## src/rtl/tensor_register_file_pkg.sv

```systemverilog
// Shared definitions for the tensor core register file: state encoding,
// default geometry and the address-width helper.
package tensor_core_pkg;

    localparam int RF_DATA_WIDTH = 8;
    localparam int RF_DEPTH      = 16;

    typedef enum logic [0:0] {
        IDLE     = 1'b0,
        CLEARING = 1'b1
    } rf_state_t;

    // Address width for a given depth; never narrower than one bit so a
    // single-entry file still has a legal address bus.
    function automatic int rf_addr_width(input int depth);
        if (depth <= 2) begin
            return 1;
        end
        return $clog2(depth);
    endfunction

endpackage

```

## src/rtl/tensor_register_file_if.sv

```systemverilog
// Bus between the operand loader / MAC array (master) and the register
// file (slave). Read ports are flattened, port p in slice p of each bus.
interface tensor_register_file_if
    import tensor_core_pkg::*;
#(
    parameter int DATA_WIDTH     = RF_DATA_WIDTH,
    parameter int DEPTH          = RF_DEPTH,
    parameter int NUM_READ_PORTS = 2
) ();

    localparam int ADDR_WIDTH = rf_addr_width(DEPTH);

    logic                                 write_enable;
    logic [ADDR_WIDTH-1:0]                write_address;
    logic [DATA_WIDTH-1:0]                write_data;
    logic [NUM_READ_PORTS-1:0]            read_enable;
    logic [NUM_READ_PORTS*ADDR_WIDTH-1:0] read_address;
    logic [NUM_READ_PORTS*DATA_WIDTH-1:0] read_data;
    logic [NUM_READ_PORTS-1:0]            read_valid;
    logic                                 clear_start;
    logic                                 busy;
    logic                                 write_error;

    modport master (
        output write_enable, write_address, write_data,
        output read_enable, read_address, clear_start,
        input  read_data, read_valid, busy, write_error
    );

    modport slave (
        input  write_enable, write_address, write_data,
        input  read_enable, read_address, clear_start,
        output read_data, read_valid, busy, write_error
    );

endinterface

```

## src/rtl/tensor_register_file_read_port.sv

```systemverilog
// One registered read port: decides whether the read is accepted, picks the
// stored or forwarded value, and holds the result for one cycle. Output
// data is forced to zero whenever the read is not valid because downstream
// logic ORs several buses together.
module tensor_rf_read_port
    import tensor_core_pkg::*;
#(
    parameter int DATA_WIDTH = RF_DATA_WIDTH,
    parameter int DEPTH      = RF_DEPTH,
    parameter int ADDR_WIDTH = rf_addr_width(RF_DEPTH),
    parameter int BYPASS     = 1
) (
    input  logic                  clock,
    input  logic                  reset_n,
    input  logic                  read_enable,
    input  logic [ADDR_WIDTH-1:0] read_address,
    input  logic [DATA_WIDTH-1:0] entries [DEPTH],
    input  logic                  array_idle,
    input  logic                  clear_start,
    input  logic                  write_accept,
    input  logic [ADDR_WIDTH-1:0] write_address,
    input  logic [DATA_WIDTH-1:0] write_data,
    output logic [DATA_WIDTH-1:0] read_data,
    output logic                  read_valid
);

    localparam logic [ADDR_WIDTH:0] DEPTH_LIMIT = (ADDR_WIDTH + 1)'(DEPTH);

    logic                  accept;
    logic                  bypass_hit;
    logic [DATA_WIDTH-1:0] entry_value;
    logic [DATA_WIDTH-1:0] next_data;

    // Select the addressed entry by comparison so an out-of-range address
    // never indexes past the end of the array.
    always_comb begin
        entry_value = '0;
        for (int i = 0; i < DEPTH; i++) begin
            if (read_address == ADDR_WIDTH'(i)) begin
                entry_value = entries[i];
            end
        end
    end

    // Accept logic and write-to-read forwarding; only accepted writes forward.
    always_comb begin
        accept     = read_enable && array_idle && !clear_start &&
                     ({1'b0, read_address} < DEPTH_LIMIT);
        bypass_hit = (BYPASS != 0) && write_accept && (write_address == read_address);
        next_data  = bypass_hit ? write_data : entry_value;
    end

    // Output register with zero-when-invalid gating.
    always_ff @(posedge clock or negedge reset_n) begin
        if (!reset_n) begin
            read_data  <= '0;
            read_valid <= 1'b0;
        end else begin
            read_valid <= accept;
            read_data  <= accept ? next_data : '0;
        end
    end

endmodule

```

## src/rtl/tensor_register_file.sv

```systemverilog
// Multi-port register file for the tensor core: one write port, a set of
// independent registered read ports and a one-entry-per-cycle clear engine.
module tensor_register_file
    import tensor_core_pkg::*;
#(
    parameter int DATA_WIDTH     = RF_DATA_WIDTH,
    parameter int DEPTH          = RF_DEPTH,
    parameter int NUM_READ_PORTS = 2,
    parameter int BYPASS         = 1
) (
    input logic                   clock,
    input logic                   reset_n,
    tensor_register_file_if.slave bus
);

    localparam int                  ADDR_WIDTH  = rf_addr_width(DEPTH);
    localparam logic [ADDR_WIDTH:0] DEPTH_LIMIT = (ADDR_WIDTH + 1)'(DEPTH);
    localparam logic [ADDR_WIDTH-1:0] LAST_INDEX = ADDR_WIDTH'(DEPTH - 1);
    localparam logic [0:0]          ST_IDLE     = IDLE;
    localparam logic [0:0]          ST_CLEARING = CLEARING;

    logic [0:0]            state;
    logic [ADDR_WIDTH-1:0] clear_index;
    logic [DATA_WIDTH-1:0] entries [DEPTH];
    logic                  array_idle;
    logic                  write_in_range;
    logic                  write_accept;
    logic                  write_drop;
    logic [DATA_WIDTH-1:0] port_data [NUM_READ_PORTS];
    logic                  port_valid [NUM_READ_PORTS];

    // Writes land only while idle and not competing with a clear request.
    always_comb begin
        array_idle     = (state == ST_IDLE);
        write_in_range = ({1'b0, bus.write_address} < DEPTH_LIMIT);
        write_accept   = bus.write_enable && array_idle && !bus.clear_start && write_in_range;
        write_drop     = bus.write_enable && !write_accept;
    end

    // Clear sequencer: walks clear_index from 0 to DEPTH-1 and stops exactly
    // at the last entry, so non-power-of-two depths never wrap.
    always_ff @(posedge clock or negedge reset_n) begin
        if (!reset_n) begin
            state       <= ST_IDLE;
            clear_index <= '0;
        end else begin
            case (state)
                ST_IDLE: begin
                    if (bus.clear_start) begin
                        state       <= ST_CLEARING;
                        clear_index <= '0;
                    end
                end
                ST_CLEARING: begin
                    if (clear_index == LAST_INDEX) begin
                        state       <= ST_IDLE;
                        clear_index <= '0;
                    end else begin
                        clear_index <= clear_index + 1'b1;
                    end
                end
                default: begin
                    state       <= ST_IDLE;
                    clear_index <= '0;
                end
            endcase
        end
    end

    // Storage array: the clear engine owns the array while running,
    // otherwise an accepted write updates its one entry.
    always_ff @(posedge clock or negedge reset_n) begin
        if (!reset_n) begin
            for (int i = 0; i < DEPTH; i++) begin
                entries[i] <= '0;
            end
        end else begin
            for (int i = 0; i < DEPTH; i++) begin
                if ((state == ST_CLEARING) && (clear_index == ADDR_WIDTH'(i))) begin
                    entries[i] <= '0;
                end else if (write_accept && (bus.write_address == ADDR_WIDTH'(i))) begin
                    entries[i] <= bus.write_data;
                end
            end
        end
    end

    // One-cycle pulse flagging a dropped write.
    always_ff @(posedge clock or negedge reset_n) begin
        if (!reset_n) begin
            bus.write_error <= 1'b0;
        end else begin
            bus.write_error <= write_drop;
        end
    end

    assign bus.busy = (state == ST_CLEARING);

    for (genvar p = 0; p < NUM_READ_PORTS; p++) begin : g_read_port
        tensor_rf_read_port #(
            .DATA_WIDTH (DATA_WIDTH),
            .DEPTH      (DEPTH),
            .ADDR_WIDTH (ADDR_WIDTH),
            .BYPASS     (BYPASS)
        ) u_read_port (
            .clock         (clock),
            .reset_n       (reset_n),
            .read_enable   (bus.read_enable[p]),
            .read_address  (bus.read_address[p*ADDR_WIDTH +: ADDR_WIDTH]),
            .entries       (entries),
            .array_idle    (array_idle),
            .clear_start   (bus.clear_start),
            .write_accept  (write_accept),
            .write_address (bus.write_address),
            .write_data    (bus.write_data),
            .read_data     (port_data[p]),
            .read_valid    (port_valid[p])
        );
    end

    // Pack the per-port results onto the flattened output buses.
    always_comb begin
        bus.read_data  = '0;
        bus.read_valid = '0;
        for (int p = 0; p < NUM_READ_PORTS; p++) begin
            bus.read_data[p*DATA_WIDTH +: DATA_WIDTH] = port_data[p];
            bus.read_valid[p]                         = port_valid[p];
        end
    end

endmodule

```

## src/flat_wrapper.sv

```systemverilog
// flat-port wrapper written by rule: the top's interface ports become plain ports
module tensor_register_file_flat import tensor_core_pkg::*;
#(
    parameter int DATA_WIDTH     = RF_DATA_WIDTH,
    parameter int DEPTH          = RF_DEPTH,
    parameter int NUM_READ_PORTS = 2,
    parameter int BYPASS         = 1
)
  (clock, reset_n, bus_write_enable, bus_write_address, bus_write_data, bus_read_enable, bus_read_address, bus_clear_start, bus_read_data, bus_read_valid, bus_busy, bus_write_error);
  tensor_register_file_if #(.DATA_WIDTH(DATA_WIDTH), .DEPTH(DEPTH), .NUM_READ_PORTS(NUM_READ_PORTS)) bus_i ();
  input logic clock;
  input logic reset_n;
  input wire logic [$bits(bus_i.write_enable)-1:0] bus_write_enable;
  input wire logic [$bits(bus_i.write_address)-1:0] bus_write_address;
  input wire logic [$bits(bus_i.write_data)-1:0] bus_write_data;
  input wire logic [$bits(bus_i.read_enable)-1:0] bus_read_enable;
  input wire logic [$bits(bus_i.read_address)-1:0] bus_read_address;
  input wire logic [$bits(bus_i.clear_start)-1:0] bus_clear_start;
  output wire logic [$bits(bus_i.read_data)-1:0] bus_read_data;
  output wire logic [$bits(bus_i.read_valid)-1:0] bus_read_valid;
  output wire logic [$bits(bus_i.busy)-1:0] bus_busy;
  output wire logic [$bits(bus_i.write_error)-1:0] bus_write_error;
  assign bus_i.write_enable = bus_write_enable;
  assign bus_i.write_address = bus_write_address;
  assign bus_i.write_data = bus_write_data;
  assign bus_i.read_enable = bus_read_enable;
  assign bus_i.read_address = bus_read_address;
  assign bus_i.clear_start = bus_clear_start;
  assign bus_read_data = bus_i.read_data;
  assign bus_read_valid = bus_i.read_valid;
  assign bus_busy = bus_i.busy;
  assign bus_write_error = bus_i.write_error;
  tensor_register_file #(.DATA_WIDTH(DATA_WIDTH), .DEPTH(DEPTH), .NUM_READ_PORTS(NUM_READ_PORTS), .BYPASS(BYPASS)) u_core (.clock(clock), .reset_n(reset_n), .bus(bus_i));
endmodule
```

## config.mk

```make
export PLATFORM = sky130hd
export DESIGN_NAME = tensor_register_file_flat
export DESIGN_NICKNAME = d
export VERILOG_FILES = /design/src/rtl/tensor_register_file_pkg.sv /design/src/rtl/tensor_register_file_if.sv /design/src/rtl/tensor_register_file_read_port.sv /design/src/rtl/tensor_register_file.sv /design/src/flat_wrapper.sv
export SDC_FILE = /design/constraint.sdc
export NUM_CORES = 1
export LEC_CHECK = 0
export BUFFER_PORTS_ARGS = -buffer_cell sky130_fd_sc_hd__buf_2
export CAP_MARGIN = 10
export CORE_MARGIN = 8
export CORE_UTILIZATION = 35
export CTS_BUF_LIST = sky130_fd_sc_hd__clkbuf_4 sky130_fd_sc_hd__clkbuf_8 sky130_fd_sc_hd__clkbuf_16
export CTS_CLUSTER_DIAMETER = 60
export DETAILED_ROUTE_END_ITERATION = 12
export PLACE_DENSITY = 0.47
export SLEW_MARGIN = 20
export SYNTH_ARGS = -nofsm -noshare
export SYNTH_HDL_FRONTEND = slang
export SYNTH_SLANG_ARGS = --single-unit
export TNS_END_PERCENT = 10
```

## constraint.sdc

```tcl
create_clock -name clock -period 3.4 [get_ports clock]
set_input_delay 0 -clock clock [delete_from_list [all_inputs] [get_ports clock]]
set_output_delay 0 -clock clock [all_outputs]
set_load 0.005 [all_outputs]
```

== After elaboration in Yosys (flattened, before gate mapping) ==
Index checks and enable logic that the tools add are counted.
W data, S select, Z words.
Operators by class
  add/subtract/negate cells: 1
  equal/unequal tests: 63
  muxes and demuxes: 74
  bitwise operators: 1
  reduce and logical (&&, ||, !) cells: 63
Operators with widths (number)
  $mux W8: 68
  $eq A4 B4 Y1 const B: 32
  $eq A4 B3 Y1 const B: 16
  $logic_and A1 B1 Y1: 41
  $eq A4 B2 Y1 const B: 8
  $reduce_bool A2 Y1: 16
  $eq A4 B1 Y1 const B: 4
  $logic_not A4 Y1: 4
  $eq A4 B4 Y1: 2
  $mux W4: 2
  $pmux W4 S2: 1
  $add A4 B1 Y4 const B: 1
  $logic_not A1 Y1: 2
  $mux W1: 2
  $ne A2 B2 Y1 const B: 1
  $pmux W1 S2: 1
  $not A1 Y1: 1
Word-level totals
  flip-flop bits (word level): 152
  input port bits: 26
  output and inout port bits: 20
  logic and storage cells: 225

== Logic depth before layout (Yosys ltp) ==
Gate-level depths: netlist (run 1).
  depth after elaboration: 19
  mapped depth: 9
  depth with buffers taken out: 6

== By module ==
Synthesis (run 1) repeated with hierarchy kept, for this count alone.
Second synthesis, totals
  cell total of the unflattened synthesis: 1095
  area, all modules: 9655.5 µm²
Modules (own cells, without submodules)
  tensor_register_file: times used 1, cells an instance 547, area each 5806.8 µm², sequential area each 3353.2 µm²
  tensor_rf_read_port: times used 2, cells an instance 274, area each 1924.3 µm², sequential area each 225.2 µm²

== Worst setup path before layout (run 1) ==
OpenSTA, ideal clock, no wires.
  kind: register to register
  start point: reg u_core.state (netlist: u_core.bus.busy)
  end point: reg u_core.entries[120] (netlist bit)
  setup time: 121 ps
  arrival time: 1928 ps
  required time: 3279 ps
  slack: 1351 ps
  cell stages (with the launch flop): 8
  path buffers: 2
  period minus slack after synthesis: 2049 ps
  path through: dfrtp_1 > buf_2 > nor3b_4 > or3b_1 > buf_2 > nor3_4 > a31oi_2 > a22o_1
Between the ends
  cells in the longest elaborated chain, start to end: 5
  elaborated cells on any way between the ends: 7
  classes of those cells: 1 x mux; 1 x bitwise; 5 x reduce/logical
RTL lines
  from (decl): RTL line tensor_register_file.sv:22  | logic [0:0] state;
  from (signal assigned): RTL line tensor_register_file.sv:44  | state <= ST_IDLE;
  from (signal assigned): RTL line tensor_register_file.sv:50  | state <= ST_CLEARING;
  from (signal assigned): RTL line tensor_register_file.sv:56  | state <= ST_IDLE;
  $not A1 Y1: RTL line tensor_register_file.sv:34  | array_idle = (state == ST_IDLE);
  $logic_and A1 B1 Y1 (2 in a row): RTL line tensor_register_file.sv:36  | write_accept = bus.write_enable && array_idle && !bus.clear_start && write_in_range;
  $logic_and A1 B1 Y1: RTL line tensor_register_file.sv:81  | end else if (write_accept && (bus.write_address == ADDR_WIDTH'(i))) begin
  $reduce_bool A2 Y1 (no line)
  to (signal, indexed assignment): RTL line tensor_register_file.sv:82  | entries[i] <= bus.write_data;
  to (decl): RTL line tensor_register_file.sv:24  | logic [DATA_WIDTH-1:0] entries [DEPTH];
Several ways; a longest one is shown, not always the timed one.
A chain may end at the register's enable or synchronous reset.

== Worst setup path after layout (run 1) ==
  start point: reg u_core.state (netlist: u_core.bus.busy)
  end point: reg u_core.entries[95] (netlist bit)
The elaborated chain is that of the path after synthesis.

==> results of run 1 <==
==> metal layers <==
| metal | vias up | share of wire [%] | global-route usage (%) |
|---|---|---|---|
| li1 | 3192 | - | - |
| met1 | 4010 | 43 | 35.3 |
| met2 | 456 | 45 | 39.2 |
| met3 | 79 | 8.9 | 5.32 |
| met4 | 0 | 3.7 | 11.3 |
| met5 | - | 0 | 0 |
==> cell type report <==
cell class | count | area (um2)
repair buffers | 67 | 434
fillers | 2373 | 14500
clock buffers | 18 | 433
multi-input cells | 574 | 4290
inverters | 16 | 60.1
flip-flops and latches | 152 | 3800
well taps | 324 | 405
clock inverters | 14 | 136
==> registers in the layout, summed over array words and instances, names as in the netlist <==
| signal | flops |
|---|---|
| u_core.clear_index | 4 |
| u_core.entries | 128 |
| u_core.g_read_port.u_read_port.read_valid | 2 |
| u_core.bus.write_error | 1 |
| u_core.g_read_port.u_read_port.read_data | 16 |
| u_core.bus.busy | 1 |
==> critical path, stage by stage, from the launching register on <==
cell	delay [ns]
dfrtp_1	0.51
nor3b_4	0.46
or3b_1	0.59
nor2_4	0.38
a31oi_1	0.29
a22o_1	0.33
==> placed cells by master, fill, tap and decap left out, types with 6 or more instances in the layout <==
master	count
xor2_1	6
a221oi_1	9
and3_1	7
inv_6	6
clkbuf_16	17
nor2b_1	19
o21ai_0	41
a22oi_1	14
a31oi_1	19
mux2i_1	30
buf_4	15
mux4_2	16
nor3_1	14
nand3_1	14
a22o_1	132
o22ai_1	13
nand2_1	37
a21oi_1	46
inv_1	15
mux2_2	7
o2bb2ai_1	7
a211oi_1	9
buf_2	44
dfrtp_1	152
nor2_1	41
o211ai_1	7
nand2b_1	14
==> stage by stage <==
stage	area, um2	setup slack, ns	total power [mW]	utilization, %
2_1_floorplan	8450	1.35	2.80	-
3_3_place_gp	8930	0.536	3.28	37.2
3_5_place_dp	8940	0.826	3.28	37.2
4_1_cts	9560	0.810	5.17	39.8
5_1_grt	9560	0.647	5.36	39.8
6_report	9560	0.714	5.18	39.8
==> worst max path at each step <==
stage,start,end,slack (ns)
final,u_core.bus.busy$_DFF_PN0_,u_core.entries[95]$_DFFE_PN0P_,0.71
after global routing,u_core.bus.busy$_DFF_PN0_,u_core.entries[23]$_DFFE_PN0P_,0.65
after CTS,u_core.bus.busy$_DFF_PN0_,u_core.entries[95]$_DFFE_PN0P_,0.81
after detailed placement,u_core.bus.busy$_DFF_PN0_,u_core.entries[95]$_DFFE_PN0P_,0.83
after global placement,bus_read_address[0],u_core.g_read_port[0].u_read_port.read_data[7]$_DFF_PN0_,0.54
after floorplan,u_core.bus.busy$_DFF_PN0_,u_core.entries[120]$_DFFE_PN0P_,1.35
==> cell families after synthesis <==
logic type | synth area share, %
AO/OA/AOI/OAI | 29.2
AND/OR/NAND/NOR | 11.2
flip-flops | 45.0
buffers and inverters | 4.28
multiplexers | 8.76
XOR/XNOR | 0.933
adder cells (fa/ha/maj) | 0.593
==> power groups by stage <==
| stage | clock network, mW | registers (mW) | logic [mW] |
|---|---|---|---|
| after global placement | 0 | 2.24 | 1.03 |
| after detailed placement | 0 | 2.24 | 1.04 |
| after CTS | 1.90 | 2.21 | 1.05 |
| after global routing | 1.98 | 2.24 | 1.14 |
| after floorplan | 0 | 2.10 | 0.705 |
| final | 1.87 | 2.23 | 1.07 |
==> summary.txt, run 1 <==
Logic synthesis
  • Mapped Area: 8450 um2
  • Register area share after synthesis: 45.0%
  • Syn Inst Count: 814
  • Main synth FF type: dfrtp_1
  • Post-synth EDFFs: 0
  • Mean Syn Cell Area: 10.4 um2
  • Warning count from the yosys run: 0
  • Netlist cell types: 64
  • Ys async rst share: 100%
  • Yosys top cell area share: 45.0%
  • Cell taking the most area after synthesis: dfrtp_1
  • Top cells by area, synth: dfrtp_1, a22o_1, mux4_2
  • Count leader, synth: dfrtp_1
  • Post-synth net total: 844
  • Synthesized flop and latch total: 152
  • Commonest cells post-synth: dfrtp_1, a22o_1, a21oi_1, nor2_1, o21ai_0

STA
  • Least-Margin Pin Slew: 1.14 ns
  • Crit path time final: 2.69 ns
  • Final period utilization: 79.0%
  • Fin Setup TNS: 0 ns
  • RSZ-0062 raised after global routing: false
  • Final setup fails: 0
  • Final Hold Vio Count: 0
  • Worst Hold Margin: 0.122 ns
  • Final setup skew: 0.0126 ns
  • Max Slew Vio Count: 0
  • Fmax: 372 MHz
  • Slew headroom: 23.6%

Layout
  • Final Non-Filler Cells: 1165
  • Antenna cells: 0
  • Ratio of cells with drive above 1 in the final layout: 15.2%
  • Layout Area Growth over Synthesis: 13.2%
  • Final nets: 858

Global route
  • Gr usage total: 25.9%
  • Remaining Overflow, GRT: 0
  • Global-route wire length before repair: 54900 um
  • Pin count of the biggest net entering global routing: 82
  • Number of global-route vias before repair: 7722
  • Initial antenna violation count: 0

Pwr
  • Leak: 4.18 nW
  • Internal power: 3.36 mW
  • Sw Ratio: 35.0%
  • Clock share of power: 36.2%
  • Sequential Power Share: 43.1%
  • PD cells: 542 nW/um2
  • Part of the power in combinational logic: 20.7%
  • Sw power: 1.81 mW
  • Maximum vdd drop: 0.342 mV

Clocking
  • Number of setup buffers added after CTS: 0
  • Clock Latency Late Sink: 0.44 ns
  • Hold buffer count at cts: 5
  • Clock Root Buffer: clkbuf_16
  • Clk slew on worst S/H paths: 0.07 ns
  • H-tree levels: 4
  • TritonCTS Buffers: 17
  • Max Buffers Root-to-Sink: 2
  • CTS tree: built
  • Post-cts sizing count: 0
  • Clock sink total: 152

Routing
  • Final WL: 37200 um
  • DRT iter0 DRCs: 1021
  • DRC Markers: 0
  • First-pass DRT Iterations: 6
  • Post-DRT Antenna Nets: 0
  • Post-DR wirelength/cell: 31.9 um
  • Via count: 7737
  • Drt via density: 6.64

Placement
  • Routability cong.: 1.02
  • Detail Placement HPWL: 26400 um
  • Placed Cells: 1128
  • Port-buffer cells: 45

Min path
  • Min-Delay Endpoint: u_core.g_read_port[1].u_read_port.read_data[5]$_DFF_PN0_
  • HP Class: primary input to flop
  • Worst hold path startpoint: bus_write_data[5]
  • Worst hold path depth: 3

Worst setup path
  • CP Class: flop to flop
  • CP required: 3.72 ns
  • Reg2Reg Setup Slack: 0.71 ns
  • R2R cell count: 5
  • R2R Path Start: u_core.bus.busy$_DFF_PN0_
  • CP Max Fanout: 9
  • WP data arrival: 3.01 ns
  • Reg2reg end: u_core.entries[95]$_DFFE_PN0P_
  • CP Launch Type: flop
  • Critical Path End Type: flop

Flow run
  • Max-capacitance violation count: 0

Die
  • Core ar.: 24000 um2
  • I/O pins: 46
  • Die Width: 171 um
  • Full die area: 29400 um2
  • Die height: 171 um
  • Initial core utilization: 35.1%
  • Num rows: 57

Status
  • Status: finished clean
Power figures use the tool's default switching activity.
==> run 2, diff against run 1 <==
--- a/config.mk
+++ b/config.mk
@@ -12,7 +12,7 @@
 export CTS_BUF_LIST = sky130_fd_sc_hd__clkbuf_4 sky130_fd_sc_hd__clkbuf_8 sky130_fd_sc_hd__clkbuf_16
 export CTS_CLUSTER_DIAMETER = 60
 export DETAILED_ROUTE_END_ITERATION = 12
-export PLACE_DENSITY = 0.47
+export PLACE_DENSITY = 0.48
 export SLEW_MARGIN = 20
 export SYNTH_ARGS = -nofsm -noshare
 export SYNTH_HDL_FRONTEND = slang
==> constraint.sdc (replaced) <==
create_clock -name clock -period 2.4 [get_ports clock]
set_input_delay 0 -clock clock [delete_from_list [all_inputs] [get_ports clock]]
set_output_delay 0 -clock clock [all_outputs]
set_load 0.005 [all_outputs]
==> summary.txt, run 2 (synthesis results as in run 1) <==
Global route
  • Remaining Overflow, GRT: 0 (unchanged)
  • Met2 Use GR: 38.6% (-0.68 points)
  • Initial antenna violation count: 1 (+1)
  • Busiest layer in global routing: met2
  • Pin count of the biggest net entering global routing: 71 (-13%)
  • Global-route wire length before repair: 53800 um (-2.0%)
  • Gr usage total: 25.2% (-0.72 points)
  • Grt met3 use: 5.42% (+0.092 points)
  • M1 GR Usage: 33.7% (-1.6 points)
  • Number of global-route vias before repair: 7761 (+0.51%)

STA
  • Worst Hold Margin: 0.0355 ns (-0.0869 ns)
  • Final setup skew: 0.0168 ns (+0.00422 ns)
  • Least-Margin Pin Slew: 1.04 ns (-0.104 ns)
  • Final period utilization: 89.5% (+10 points)
  • Final Hold Vio Count: 0 (unchanged)
  • Slew headroom: 30.0% (+6.4 points)
  • Final worst slack: 0.253 ns (-0.462 ns)
  • Fmax: 466 MHz (+25%)
  • Max Slew Vio Count: 0 (unchanged)
  • Final setup fails: 0 (unchanged)
  • RSZ-0062 raised after global routing: false
  • Crit path time final: 2.15 ns (-0.538 ns)
  • Fin Setup TNS: 0 ns (unchanged)

Worst setup path
  • CP top delay family: compound AO/OA/AOI/OAI gates
  • Reg2Reg Setup Slack: 0.25 ns (-0.46 ns)
  • Worst-path cell chain: and3b_1 -> a31oi_1 -> o22ai_1 -> o41ai_1 -> nand3_1 -> o211a_1
  • CP Max Fanout: 3 (-6)
  • Origin of the worst setup path: u_core.entries[19]$_DFFE_PN0P_
  • Crit path to: u_core.g_read_port[1].u_read_port.read_data[3]$_DFF_PN0_
  • CP required: 2.72 ns (-1.00 ns)
  • CP Class: flop to flop
  • Critical-path top delay cell: o41ai_1
  • CP Launch Type: flop
  • R2R Path Start: u_core.entries[19]$_DFFE_PN0P_
  • WP data arrival: 2.47 ns (-0.54 ns)
  • R2R cell count: 6 (+1)
  • Crit. path cell count: 6 (+1)
  • Reg2reg end: u_core.g_read_port[1].u_read_port.read_data[3]$_DFF_PN0_
  • CP bufs+invs: 0 (unchanged)
  • CP max stage delay: 0.70 ns (+0.11 ns)
  • Critical Path End Type: flop

Placement
  • Routability cong.: 1.05 (+3.2%)
  • Detail Placement HPWL: 27000 um (+2.1%)
  • DP Area: 9270 um2 (+3.7%)
  • Pre-CTS setup slack: 0.244 ns (-0.583 ns)
  • Port-buffer cells: 45 (unchanged)

Clocking
  • TritonCTS Buffers: 17 (unchanged)
  • Clock Latency Late Sink: 0.45 ns (about the same)
  • H-tree levels: 4 (unchanged)
  • CTS tree: built
  • Post-cts sizing count: 0 (unchanged)
  • Clock sink total: 152 (unchanged)
  • Clk slew on worst S/H paths: 0.07 ns (about the same)
  • Max Buffers Root-to-Sink: 2 (unchanged)
  • Clock Root Buffer: clkbuf_16

Routing
  • Post-DR wirelength/cell: 30.0 um (-6.0%)
  • Drt via density: 6.51 (-1.9%)
  • Post-DRT Antenna Nets: 0 (unchanged)
  • Via count: 7875 (+1.8%)
  • First-pass DRT Iterations: 5 (-1)
  • Final WL: 36300 um (-2.4%)
  • DRT iter0 DRCs: 972 (-4.8%)
  • DRC Markers: 0 (unchanged)

Layout
  • Layout Area Growth over Synthesis: 17.6%
  • Final instance area: 9930 um2 (+3.9%)
  • Antenna cells: 0 (unchanged)
  • Commonest non-fill, non-tap cell in the layout: dfrtp_1
  • Final nets: 902 (+5.1%)
  • Biggest register: u_core.entries
  • Largest regs: u_core.entries x128, u_core.g_read_port.u_read_port.read_data x16, u_core.clear_index x4
  • Commonest non-fill, non-tap cells in the layout: dfrtp_1, a22o_1, buf_4
  • Max FFs per register: 128 (unchanged)
  • Ratio of cells with drive above 1 in the final layout: 19.1% (+3.9 points)

Die
  • Initial core utilization: 35.1% (unchanged)
  • Num rows: 57 (unchanged)
  • Die Width: 171 um (unchanged)
  • Full die area: 29400 um2 (unchanged)
  • Die height: 171 um (unchanged)
  • Core ar.: 24000 um2 (unchanged)
  • I/O pins: 46 (unchanged)

Status
  • Status: finished clean

Pwr
  • PD cells: 757 nW/um2 (+40%)
  • Maximum vdd drop: 0.447 mV (+31%)
  • Power Total: 7.52 mW (+45%)
  • Leak: 4.42 nW (+5.8%)

Min path
  • HP Class: primary input to asynchronous set/reset pin

Flow run
  • Max-capacitance violation count: 0 (unchanged)
==> run 2: changes by cell type in the layout (fill, tap and decap cells not counted), sizes merged <==
| cell | delta |
|---|---|
| dlygate4sd3 | +1 |
| inv | +3 |
| clkinvlp | -2 |
| buf | +43 |
| clkbuf | -1 |
==> run 2: worst min-delay path by stage <==
stage,startpoint,to,slack (ns),depth (start not counted)
after floorplan,reset_n,u_core.bus.busy$_DFF_PN0_,-0.30,0
after global placement,reset_n,u_core.entries[5]$_DFFE_PN0P_,-0.08,1
after detailed placement,reset_n,u_core.entries[5]$_DFFE_PN0P_,-0.07,1
after CTS,reset_n,u_core.entries[5]$_DFFE_PN0P_,0.04,2
after global routing,reset_n,u_core.entries[5]$_DFFE_PN0P_,0.07,2
final,reset_n,u_core.entries[1]$_DFFE_PN0P_,0.04,2
==> run 2: per-stage QoR <==
stage	std cells	util, %
global placement	1171	38.6
detailed placement	1171	38.6
CTS	1209	41.3
global route	1209	41.3
finish	1209	41.3
floorplan	814	-
==> run 2: cell type report <==
cell class | instances | area (um2)
Inverter | 16 | 60.1
Sequential cell | 152 | 3800
Clock inverter | 15 | 180
Multi-Input combinational cell | 574 | 4280
Tap cell | 324 | 405
Timing Repair Buffer | 111 | 779
Fill cell | 2360 | 14100
Clock buffer | 17 | 425
==> run 2: what timing repair did <==
action / CTS / global route
buffers inserted: 0 / 0
hold buffers: 6 / 0
endpoints found under the hold margin: 166 / 0
==> run 2: routing by layer <==
metal / wire, um / part of all wire [%]
met4: 1350 / 3.7
met3: 3330 / 9.2
met1: 15400 / 42
met2: 16200 / 45
met5: 9 / 0.025
==> run 2: report_power, final <==
group | total [mW] | switching (mW) | internal, mW | leakage, nW
Sequential | 3.13 | 0.347 | 2.78 | 2.10
Clock | 2.80 | 1.30 | 1.50 | 0.299
Combinational | 1.58 | 0.998 | 0.585 | 2.01
==> run 3, diff against run 2 <==
--- a/config.mk
+++ b/config.mk
@@ -5,14 +5,15 @@
 export SDC_FILE = /design/constraint.sdc
 export NUM_CORES = 1
 export LEC_CHECK = 0
+export ABC_CLOCK_PERIOD_IN_PS = 2400
 export BUFFER_PORTS_ARGS = -buffer_cell sky130_fd_sc_hd__buf_2
 export CAP_MARGIN = 10
 export CORE_MARGIN = 8
-export CORE_UTILIZATION = 35
+export CORE_UTILIZATION = 50
 export CTS_BUF_LIST = sky130_fd_sc_hd__clkbuf_4 sky130_fd_sc_hd__clkbuf_8 sky130_fd_sc_hd__clkbuf_16
 export CTS_CLUSTER_DIAMETER = 60
 export DETAILED_ROUTE_END_ITERATION = 12
-export PLACE_DENSITY = 0.48
+export PLACE_DENSITY = 0.66
 export SLEW_MARGIN = 20
 export SYNTH_ARGS = -nofsm -noshare
 export SYNTH_HDL_FRONTEND = slang
==> summary.txt, run 3 (synthesis results as in run 1) <==
Min path
  • Worst hold path startpoint: bus_read_enable[1]
  • HP Class: primary input to flop

Clocking
  • Clock sink total: 152 (unchanged)
  • Clock Latency Late Sink: 0.44 ns (about the same)
  • Clk slew on worst S/H paths: 0.07 ns (about the same)
  • Clock Root Buffer: clkbuf_16
  • Max Buffers Root-to-Sink: 2 (unchanged)
  • TritonCTS Buffers: 17 (unchanged)
  • Post-cts sizing count: 0 (unchanged)
  • H-tree levels: 4 (unchanged)
  • CTS tree: built

Routing
  • Post-DR wirelength/cell: 31.7 um (+5.6%)
  • DRC Markers: 0 (unchanged)
  • Post-DRT Antenna Nets: 0 (unchanged)
  • Final WL: 34600 um (-4.6%)
  • DRT iter0 DRCs: 1029 (+5.9%)
  • Drt via density: 7.24 (+11%)
  • First-pass DRT Iterations: 7 (+2)
  • Via count: 7903 (+0.36%)

STA
  • Fin Setup TNS: 0 ns (unchanged)
  • Final setup skew: 0.00858 ns (-0.00825 ns)
  • Crit path time final: 2.13 ns (-0.0211 ns)
  • Final Hold Vio Count: 0 (unchanged)
  • Least-Margin Pin Slew: 1.28 ns (+0.240 ns)
  • Final setup fails: 0 (unchanged)
  • RSZ-0062 raised after global routing: false
  • Fmax: 470 MHz (+0.99%)
  • Slew headroom: 14.7% (-15 points)
  • Final period utilization: 88.6% (-0.88 points)
  • Max Slew Vio Count: 0 (unchanged)

Layout
  • Layout filler cell count: 1439 (-39%)
  • Layout Area Growth over Synthesis: 15.3%
  • Biggest register: u_core.entries
  • Commonest non-fill, non-tap cell in the layout: dfrtp_1
  • Largest regs: u_core.entries x128, u_core.g_read_port.u_read_port.read_data x16, u_core.clear_index x4
  • Max FFs per register: 128 (unchanged)
  • Final Non-Filler Cells: 1092 (-9.7%)
  • Ratio of cells with drive above 1 in the final layout: 18.3% (-0.75 points)
  • Antenna cells: 0 (unchanged)
  • Final nets: 890 (-1.3%)
  • Final instance area: 9740 um2 (-1.9%)
  • Commonest non-fill, non-tap cells in the layout: dfrtp_1, a22o_1, buf_4

Worst setup path
  • CP Launch Type: flop
  • CP Class: flop to flop
  • CP Max Fanout: 9 (+6)
  • Critical Path End Type: flop
  • Origin of the worst setup path: u_core.bus.busy$_DFF_PN0_
  • R2R Path Start: u_core.bus.busy$_DFF_PN0_
  • CP required: 2.72 ns (about the same)
  • WP data arrival: 2.45 ns (-0.02 ns)

Die
  • I/O pins: 46 (unchanged)
  • Die Width: 146 um (-15%)
  • Num rows: 47 (-18%)
  • Full die area: 21300 um2 (-27%)
  • Core ar.: 16500 um2 (-31%)
  • Initial core utilization: 51.1% (+16 points)
  • Die height: 146 um (-15%)

Global route
  • Number of global-route vias before repair: 7816 (+0.71%)
  • Pin count of the biggest net entering global routing: 63 (-11%)
  • Initial antenna violation count: 1 (unchanged)
  • Gr usage total: 32.6% (+7.4 points)
  • Global-route wire length before repair: 51600 um (-4.1%)
  • Remaining Overflow, GRT: 0 (unchanged)

Placement
  • Detail Placement HPWL: 25300 um (-6.3%)
  • DP Area: 9050 um2 (-2.3%)
  • Port-buffer cells: 45 (unchanged)
  • Routability cong.: 1.02 (-3.2%)
  • Placed Cells: 1057 (-9.7%)

Pwr
  • Clock share of power: 38.7% (+1.4 points)
  • Sw power: 2.48 mW (-6.4%)
  • Internal power: 5.13 mW (+5.4%)
  • Part of the power in combinational logic: 20.0% (-1.1 points)
  • Maximum vdd drop: 0.680 mV (+52%)
  • Sequential Power Share: 41.3% (-0.4 points)
  • Sw Ratio: 32.6% (-2.7 points)
  • PD cells: 781 nW/um2 (+3.2%)
  • Leak: 4.37 nW (-1.1%)

Status
  • Status: finished clean

Flow run
  • Max-capacitance violation count: 0 (unchanged)
==> run 3: cell count changes in the layout (fill, tap and decap cells not counted), sizes merged <==
cell and delta:
buf -10, dlygate4sd3 -2, clkinvlp +1, inv -6
clkbuf +2, bufinv +3, clkinv -1
==> run 3: cell type report <==
class / instances / area, um2 / area share (%)
clock buffer: 19 / 447 / 4.59
multi-input combinational: 574 / 4300 / 44.1
inverter: 16 / 60.1 / 0.616
clock inverter: 12 / 189 / 1.94
sequential: 152 / 3800 / 39.0
tap: 220 / 275 / 2.83
timing repair buffer: 99 / 672 / 6.90
==> run 3: power groups by stage <==
stage	clock network [mW]	logic [mW]	registers [mW]
final	2.94	1.52	3.14
after detailed placement	0	1.48	3.16
after floorplan	0	0.999	2.97
after global routing	3.05	1.63	3.15
after CTS	2.95	1.49	3.12
after global placement	0	1.44	3.16
==> run 3: metrics by stage <==
stage	total power [mW]	setup slack [ns]	utilization, %	hold WS [ns]
floorplan	3.97	0.351	-	-0.296
global placement	4.60	0.0820	54.8	-0.0171
detailed placement	4.63	0.0910	54.8	-0.00358
CTS	7.55	0.236	58.9	0.0332
global route	7.82	0.165	59.0	0.0337
finish	7.61	0.274	59.0	0.0434
==> run 3: path summary, 6_finish.rpt <==
kind                                                                            end  slack (ns)  cells after the start
hold / removal             u_core.g_read_port[1].u_read_port.read_data[4]$_DFF_PN0_        0.04                      3
setup reg to reg                                     u_core.entries[57]$_DFFE_PN0P_        0.27                      5
min in group asynchronous                            u_core.entries[50]$_DFFE_PN0P_        0.09                      2
max in group asynchronous                             u_core.entries[4]$_DFFE_PN0P_        1.55                      3
hold reg to reg                                      u_core.entries[99]$_DFFE_PN0P_        0.53                      1
setup / recovery                                     u_core.entries[57]$_DFFE_PN0P_        0.27                      5
==> run 3: routing by layer <==
layer	vias to the layer above	part of all wire [%]	global-route usage, %	wire, um
met5	-	0.038	0	13
met4	2	6.2	18.5	2140
met3	138	9.1	5.29	3140
met2	558	45	50.1	15500
met1	3963	40	42.9	13800
li1	3242	-	-	-
==> run 3: timing repair <==
action / 4_1_cts / 5_1_grt
buffers inserted: 0 / 0
hold buffers: 4 / 0
endpoints found under the hold margin: 71 / 0
==> run 3: worst max-delay path, stage by stage (launching register included) <==
cell and delay [ns]:
dfrtp_1 0.41, nor3b_4 0.20, or3b_1 0.56, nor2_4 0.32
a31oi_1 0.22, a22o_1 0.29
